===== src/rtl/vend_pkg.sv =====
// Shared types for the two-channel cola vending arbiter: coin encodings,
// arbiter state encoding and the per-channel credit width.
package vend_pkg;

    localparam int CREDIT_W = 3;

    typedef enum logic [1:0] {
        COIN_NONE = 2'b00,
        COIN_HALF = 2'b01,
        COIN_ONE  = 2'b10,
        COIN_BAD  = 2'b11
    } coin_e;

    typedef enum logic [1:0] {
        IDLE   = 2'b00,
        DISP_A = 2'b01,
        DISP_B = 2'b10
    } state_e;

    typedef enum logic {
        LAST_A = 1'b0,
        LAST_B = 1'b1
    } last_e;

    function automatic logic [CREDIT_W-1:0] coin_value(input coin_e coin);
        case (coin)
            COIN_HALF: return CREDIT_W'(1);
            COIN_ONE:  return CREDIT_W'(2);
            default:   return CREDIT_W'(0);
        endcase
    endfunction

endpackage


===== src/rtl/vend_channel.sv =====
// One vending channel: accumulates coin credit in half-yuan units, raises a
// service request at PRICE and refuses coins it cannot take.
module vend_channel
    import vend_pkg::*;
#(
    parameter int PRICE = 3
) (
    input  logic                sys_clk,
    input  logic                sys_rst,
    input  logic [1:0]          coin_i,
    input  logic                serving_i,
    input  logic                clear_i,
    output logic                req_o,
    output logic [CREDIT_W-1:0] credit_o,
    output logic                reject_o
);

    localparam logic [CREDIT_W-1:0] PRICE_C = CREDIT_W'(PRICE);

    logic [CREDIT_W-1:0] credit_q, credit_d;
    logic                reject_q, reject_d;
    coin_e               coin;
    logic                refuse;

    assign coin  = coin_e'(coin_i);
    assign req_o = (credit_q >= PRICE_C);

    // Below PRICE the credit is at most 5, so adding a 1-yuan coin cannot overflow.
    always_comb begin
        refuse   = (coin == COIN_BAD) ||
                   ((coin != COIN_NONE) && (req_o || serving_i));
        reject_d = refuse;
        credit_d = credit_q;
        if (clear_i) begin
            credit_d = '0;
        end else if (!refuse) begin
            credit_d = credit_q + coin_value(coin);
        end
    end

    always_ff @(posedge sys_clk) begin
        if (sys_rst) begin
            credit_q <= '0;
            reject_q <= 1'b0;
        end else begin
            credit_q <= credit_d;
            reject_q <= reject_d;
        end
    end

    assign credit_o = credit_q;
    assign reject_o = reject_q;

endmodule


===== src/rtl/vend_arbiter.sv =====
// Two-channel cola vending arbiter sharing one dispenser; round-robin on ties.
//   state  | meaning
//   IDLE   | dispenser off, waiting for a channel to reach PRICE
//   DISP_A | dispensing for channel A, counter running
//   DISP_B | dispensing for channel B, counter running
module vend_arbiter
    import vend_pkg::*;
#(
    parameter int PRICE    = 3,
    parameter int DISP_CYC = 4
) (
    input  logic       sys_clk,
    input  logic       sys_rst,
    input  logic [1:0] pi_coin_a,
    input  logic [1:0] pi_coin_b,
    output logic       po_disp_en,
    output logic       po_cola_a,
    output logic       po_cola_b,
    output logic       po_change_a,
    output logic       po_change_b,
    output logic       po_reject_a,
    output logic       po_reject_b,
    output logic       po_busy
);

    localparam logic [7:0]          CNT_LOAD = 8'(DISP_CYC - 1);
    localparam logic [CREDIT_W-1:0] PRICE_P1 = CREDIT_W'(PRICE + 1);

    state_e     state_q, state_d;
    last_e      last_q, last_d;
    logic [7:0] cnt_q, cnt_d;
    logic       disp_q, disp_d;
    logic       busy_q, busy_d;
    logic       cola_a_q, cola_a_d, cola_b_q, cola_b_d;
    logic       change_a_q, change_a_d, change_b_q, change_b_d;

    logic                req_a, req_b;
    logic [CREDIT_W-1:0] credit_a, credit_b;
    logic                serve_a, serve_b, clear_a, clear_b;

    assign serve_a = (state_q == DISP_A);
    assign serve_b = (state_q == DISP_B);
    assign clear_a = serve_a && (cnt_q == 8'd0);
    assign clear_b = serve_b && (cnt_q == 8'd0);

    vend_channel #(.PRICE(PRICE)) u_chan_a (
        .sys_clk   (sys_clk),
        .sys_rst   (sys_rst),
        .coin_i    (pi_coin_a),
        .serving_i (serve_a),
        .clear_i   (clear_a),
        .req_o     (req_a),
        .credit_o  (credit_a),
        .reject_o  (po_reject_a)
    );

    vend_channel #(.PRICE(PRICE)) u_chan_b (
        .sys_clk   (sys_clk),
        .sys_rst   (sys_rst),
        .coin_i    (pi_coin_b),
        .serving_i (serve_b),
        .clear_i   (clear_b),
        .req_o     (req_b),
        .credit_o  (credit_b),
        .reject_o  (po_reject_b)
    );

    always_comb begin
        state_d    = state_q;
        last_d     = last_q;
        cnt_d      = cnt_q;
        cola_a_d   = 1'b0;
        cola_b_d   = 1'b0;
        change_a_d = 1'b0;
        change_b_d = 1'b0;
        case (state_q)
            IDLE: begin
                if (req_a && (!req_b || last_q == LAST_B)) begin
                    state_d = DISP_A;
                    cnt_d   = CNT_LOAD;
                end else if (req_b) begin
                    state_d = DISP_B;
                    cnt_d   = CNT_LOAD;
                end
            end
            DISP_A: begin
                if (cnt_q == 8'd0) begin
                    state_d    = IDLE;
                    last_d     = LAST_A;
                    cola_a_d   = 1'b1;
                    change_a_d = (credit_a == PRICE_P1);
                end else begin
                    cnt_d = cnt_q - 8'd1;
                end
            end
            DISP_B: begin
                if (cnt_q == 8'd0) begin
                    state_d    = IDLE;
                    last_d     = LAST_B;
                    cola_b_d   = 1'b1;
                    change_b_d = (credit_b == PRICE_P1);
                end else begin
                    cnt_d = cnt_q - 8'd1;
                end
            end
            default: state_d = IDLE;
        endcase
        // Registered from next state so the dispenser drops on the ending edge.
        disp_d = (state_d != IDLE);
        busy_d = (state_d != IDLE);
    end

    always_ff @(posedge sys_clk) begin
        if (sys_rst) begin
            state_q    <= IDLE;
            last_q     <= LAST_B;
            cnt_q      <= 8'd0;
            disp_q     <= 1'b0;
            busy_q     <= 1'b0;
            cola_a_q   <= 1'b0;
            cola_b_q   <= 1'b0;
            change_a_q <= 1'b0;
            change_b_q <= 1'b0;
        end else begin
            state_q    <= state_d;
            last_q     <= last_d;
            cnt_q      <= cnt_d;
            disp_q     <= disp_d;
            busy_q     <= busy_d;
            cola_a_q   <= cola_a_d;
            cola_b_q   <= cola_b_d;
            change_a_q <= change_a_d;
            change_b_q <= change_b_d;
        end
    end

    assign po_disp_en  = disp_q;
    assign po_busy     = busy_q;
    assign po_cola_a   = cola_a_q;
    assign po_cola_b   = cola_b_q;
    assign po_change_a = change_a_q;
    assign po_change_b = change_b_q;

endmodule


===== config.mk =====
export PLATFORM = sky130hd
export DESIGN_NAME = vend_arbiter
export DESIGN_NICKNAME = d
export VERILOG_FILES = /design/src/rtl/vend_pkg.sv /design/src/rtl/vend_channel.sv /design/src/rtl/vend_arbiter.sv
export SDC_FILE = /design/constraint.sdc
export NUM_CORES = 1
export LEC_CHECK = 0
export ABC_AREA = 1
export BUFFER_PORTS_ARGS = -buffer_cell sky130_fd_sc_hd__clkbuf_2
export CAP_MARGIN = 15
export CORE_UTILIZATION = 40
export CTS_BUF_LIST = sky130_fd_sc_hd__clkbuf_16
export CTS_CLUSTER_DIAMETER = 50
export DETAILED_ROUTE_END_ITERATION = 10
export PLACE_DENSITY_LB_ADDON = 0.25
export REMOVE_ABC_BUFFERS = 1
export SYNTH_ARGS = -nofsm -noshare
export SYNTH_HDL_FRONTEND = slang
export SYNTH_SLANG_ARGS = --single-unit

===== constraint.sdc =====
create_clock -name sys_clk -period 3.6 [get_ports sys_clk]
set_input_delay 0.72 -clock sys_clk [delete_from_list [all_inputs] [get_ports sys_clk]]
set_output_delay 0.72 -clock sys_clk [all_outputs]
set_load 0.05 [all_outputs]

== Word-level counts from Yosys, hierarchy flattened ==
Cells that the tools add are included.
Operators by class
  reductions and logical operators: 27
  muxes and demuxes: 18
  bitwise logic cells: 3
  add/subtract/negate cells: 3
  equal/unequal tests: 14
  order comparisons: 2
Operator list (number)
  two-way mux 8 bit: 3
  case mux 8 bit (2 select lines): 1
  two-way mux 3 bit: 4
  case mux 2 bit (2 select lines): 3
  equality test 2 bit (second input constant): 5
  nonzero test 2 bit: 5
  OR reduction 2 bit: 5
  logical NOT 8 bit: 1
  subtractor 8 x 1 -> 8 bit (second input constant): 1
  adder 3 bit: 2
  equality test 2 x 1 -> 1 bit (second input constant): 3
  equality test 3 bit (second input constant): 2
  >= comparator 3 x 2 -> 1 bit (second input constant): 2
  two-way mux 2 bit: 3
  AND reduction 3 bit: 2
  OR reduction 3 bit: 2
  logical AND 1 bit: 5
  logical OR 1 bit: 5
  != test 2 x 1 -> 1 bit (second input constant): 2
  two-way mux 1 bit: 3
  != test 3 bit (second input constant): 1
  NOT 1 bit: 3
  logical NOT 2 bit: 1
  != test 2 bit (second input constant): 1
  other kinds (2): 2
Storage, ports and cells
  register bits after elaboration: 24
  logic and storage cells: 79
  bits of input ports: 6
  output and inout port bits: 8

== Longest topological paths before layout ==
  depth after elaboration: 7
  depth in mapped cells: 10
  mapped depth without buffers: 10

== Modules after synthesis ==
Synthesis repeated with hierarchy kept, for this count alone.
Unflattened totals
  cells, all modules: 216
  area total of the unflattened synthesis: 1487.7 µm²
Modules (own cells, without submodules)
  vend_arbiter: times used 1, area each 957.2 µm², sequential area each 320.3 µm², cells each 140
  vend_channel: times used 2, area each 265.3 µm², sequential area each 80.1 µm², cells each 38

== Worst setup path before layout ==
OpenSTA, ideal clock, no wires.
  path type: input to register
  from: input pi_coin_b[0]
  to: register u_chan_b.credit_q[2] (netlist: u_chan_b.credit_o[2])
  required time: 3.530 ns
  stages on the path: 8
  slack: 1.816 ns
  library setup time: 0.070 ns
  arrival time: 1.714 ns
  buffers on the path: 0
  cell sequence: inv_1 -> nor2_1 -> ha_1 -> inv_1 -> fa_1 -> xnor2_1 -> nand3_1 -> a21oi_1
On the way
  longest elaborated chain between the ends: 5
  elaborated cells on any way between the ends: 10
  classes of those cells: add/sub: 1; eq/ne: 3; mux: 3; reduce/logical: 3
RTL lines
  start, declared: line vend_arbiter.sv:15  | input logic [1:0] pi_coin_b,
  equality test 2 bit or equality test 2 x 1 -> 1 bit (tied branches): line vend_pkg.sv:26  | case (coin)
  case mux 2 bit (2 select lines): line vend_pkg.sv:26
  two-way mux 3 bit: line vend_channel.sv:36  | end else if (!refuse) begin
  two-way mux 3 bit: line vend_channel.sv:34  | if (clear_i) begin
  adder 3 bit: line vend_channel.sv:37  | credit_d = credit_q + coin_value(coin);
  end signal, assigned: line vend_channel.sv:46  | credit_q <= credit_d;
  end, declared: line vend_channel.sv:20  | logic [CREDIT_W-1:0] credit_q, credit_d;
Parallel ways exist; a longest one is shown, timed or not. The select of a mux whose other input is x is not followed.
A chain may end at the register's enable or synchronous reset.

== Final worst setup path ==
Ends and elaborated chain as after synthesis.

==> results.json <==
{
  "initial_core_util": 0.420,
  "final-hold-violation-count": 0,
  "utilization": 0.469,
  "hold_buffers": 0,
  "clock_latency_ns": 0.25,
  "drc_errors": 0,
  "synth_area_sq_um": 1410,
  "syn_inst": 204,
  "critPathMaxFanout": 3,
  "multi_input_area_sq_um": 758,
  "crit_path_start_kind": "input port",
  "synthTopCellsByArea": "dfxtp_1 (34%), nand2_1 (14%), inv_1 (8.0%)",
  "cp_common_cell": "inv_1",
  "drtIter0Drc": 37,
  "critical_path_class": "in2reg",
  "ant_nets": 0,
  "slew_headroom": 0.760,
  "postSynthAreaPerCell_sq_um": 6.92,
  "cts_max_path_buffers": 2,
  "powerDensity_nw_per_um2": 646,
  "drv_slew": 0,
  "die_x_microns": 61.4,
  "status": "finished clean",
  "hold_slack_ns": 0.498,
  "synth_top_cell_by_area": "dfxtp_1",
  "fp.dieH_microns": 61.4,
  "cts_tree": "yes",
  "cellLeakagePower_nw": 0.779,
  "setup_viol": 0,
  "io_buffers": 13,
  "grt_pass1_vias": 1087,
  "wl_per_cell_microns": 9.91,
  "synth_most_common_cell": "nand2_1",
  "die-area_sq_um": 3770,
  "fin_tns_setup_ns": 0,
  "yosys.cell_types.count": 26,
  "worst_pin_slew_ns": 0.360,
  "cts_buffers": 3,
  "critical_path_required_ns": 3.79,
  "place_hpwl_microns": 1910,
  "gr-total-overflow": 0,
  "clock_tree.root_cell": "clkbuf_16",
  "grt_max_degree": 14,
  "clkSinkCount": 24,
  "max-cap-violations": 0,
  "drive_gt1_frac": 0.161,
  "synth-async-reset-ratio": 0,
  "antenna_cells": 0,
  "yosysWarnings": 0,
  "seq_area_sq_um": 480,
  "num-fill-cells": 363,
  "path_cells": "clkbuf_2, inv_1, nor2_1, ha_1, inv_1, fa_1, xnor2_1, nand3_1, a21oi_1",
  "crit_buf_inv": 3,
  "synth_edf_count": 0,
  "placed_area_sq_um": 1500,
  "finalNetCount": 234,
  "fin_area_sq_um": 1580,
  "vdd_drop_max_mv": 0.359,
  "crit_family": "adder cells",
  "synth_seq_cells": 24,
  "synth_top_area_frac": 0.340,
  "num_vias": 1241,
  "place.gp.congestion": 0.748,
  "cp_slowest_stage_delay_ns": 0.37,
  "post-route-period-util": 0.473,
  "ctsResizeCount": 0,
  "post_cts_buffers": 0,
  "cp_slowest_cell": "fa_1",
  "fin_worst_skew_ns": 0.00176,
  "synth_common_cells": "nand2_1 (52), inv_1 (30), dfxtp_1 (24)",
  "grt_pass1_wl_microns": 4440,
  "core-area_sq_um": 3360,
  "critPathCaptureType": "register",
  "layout_min_cycle_time_ns": 1.70,
  "drt-total-wl_microns": 2610,
  "synth-seq-area-share": 0.340,
  "synth_flop_cell": "dfxtp_1",
  "path_clk_slew_ns": 0.06,
  "finalPower_mw": 1.02,
  "antenna_found_initial": 0,
  "pin_count": 14,
  "areaGrowthSynthToFinish_pct": 11.9,
  "min_path_type": "reg2reg",
  "worstPathArrival_ns": 1.89,
  "reg2reg_slack_ns": 1.92,
  "firstDrtPassIters": 6,
  "core.rowCount": 21,
  "max_freq_ghz": 0.588,
  "viasPerCell": 4.72,
  "rsz0062_at_grt": "no",
  "h-tree-depth": 1,
  "grtUsageTotal": 0.159
}
power by group:
part           leakage [nW]  switching, mW  total, mW  internal (mW)
logic                 0.546          0.302      0.440          0.138
registers             0.195         0.0306      0.339          0.308
clock network        0.0385         0.0927      0.241          0.148
sequential cells by signal, indices dropped and copies added, names as in the netlist, 2 cells and up:
signal             flops
cnt_q                  8
u_chan_a.credit_o      3
u_chan_b.credit_o      3
state_q                2
final cells by class:
cell class	count	share of cell area
Clock buffer	3	0.0475
Clock inverter	1	0.00238
Inverter	37	0.0880
Multi-Input combinational cell	139	0.480
Sequential cell	24	0.304
Tap cell	46	0.0365
Timing Repair Buffer	13	0.0412
layer usage:
| layer | vias to the layer above | track usage | part of all wire |
|---|---|---|---|
| met3 | 2 | 0.0504 | 0.034 |
| met5 | - | 0 | 0 |
| li1 | 663 | - | - |
| met2 | 24 | 0.272 | 0.47 |
| met4 | 0 | 0.0381 | 0.0096 |
| met1 | 552 | 0.195 | 0.49 |
worst register-to-register path, delay by kind of cell (launching register included):
kind / cells / cell delay (ns)
DFF: 1 / 0.39
adders and majority gates: 1 / 0.43
buffers and inverters: 1 / 0.08
and+or+nand+nor: 3 / 0.56
AOI/OAI and AO/OA: 1 / 0.13
layout by cell type (no fill, tap or decap):
| cell type | instances |
|---|---|
| nor2_2 | 2 |
| o22ai_1 | 1 |
| xnor2_1 | 2 |
| clkinv_1 | 1 |
| nand2_4 | 1 |
| dfxtp_1 | 24 |
| o21ai_1 | 4 |
| clkbuf_16 | 3 |
| nor2_1 | 17 |
| a21oi_1 | 13 |
| nor2_4 | 2 |
| nand3_2 | 1 |
| nand2_1 | 52 |
| nand4_1 | 3 |
| nor3_1 | 1 |
| nand3b_1 | 1 |
| and3_1 | 2 |
| inv_1 | 30 |
| inv_2 | 7 |
| nor3_2 | 2 |
| nand2_2 | 4 |
| fa_1 | 2 |
| ha_1 | 8 |
| clkbuf_2 | 13 |
| nand3_1 | 20 |
| o21ai_0 | 1 |
stage by stage:
step                cells  setup slack (ns)
finish                263              1.90
global route          263              1.74
CTS                   263              1.89
detailed placement    259              1.62
global placement      259              1.66
floorplan             200              1.82
final timing paths:
| path | from | endpoint | cells past startpoint |
|---|---|---|---|
| max | pi_coin_b[0] | u_chan_b.credit_o[2]$_SDFFE_PP0N_ | 9 |
| min reg2reg | u_chan_a.credit_o[1]$_SDFFE_PP0N_ | u_chan_a.credit_o[1]$_SDFFE_PP0N_ | 2 |
| max reg2reg | state_q[0]$_SDFF_PP0_ | cnt_q[1]$_SDFFE_PP0P_ | 6 |
| min | u_chan_a.credit_o[1]$_SDFFE_PP0N_ | u_chan_a.credit_o[1]$_SDFFE_PP0N_ | 2 |
cells by family after synthesis:
logic type	Yosys count	share of synthesized area
XOR/XNOR	2	0.0124
flip-flops	24	0.340
AO/OA/AOI/OAI	19	0.0683
buffers and inverters	41	0.122
AND/OR/NAND/NOR	108	0.357
adder cells (fa/ha/maj)	10	0.0993
Power figures use the tool's default switching activity.
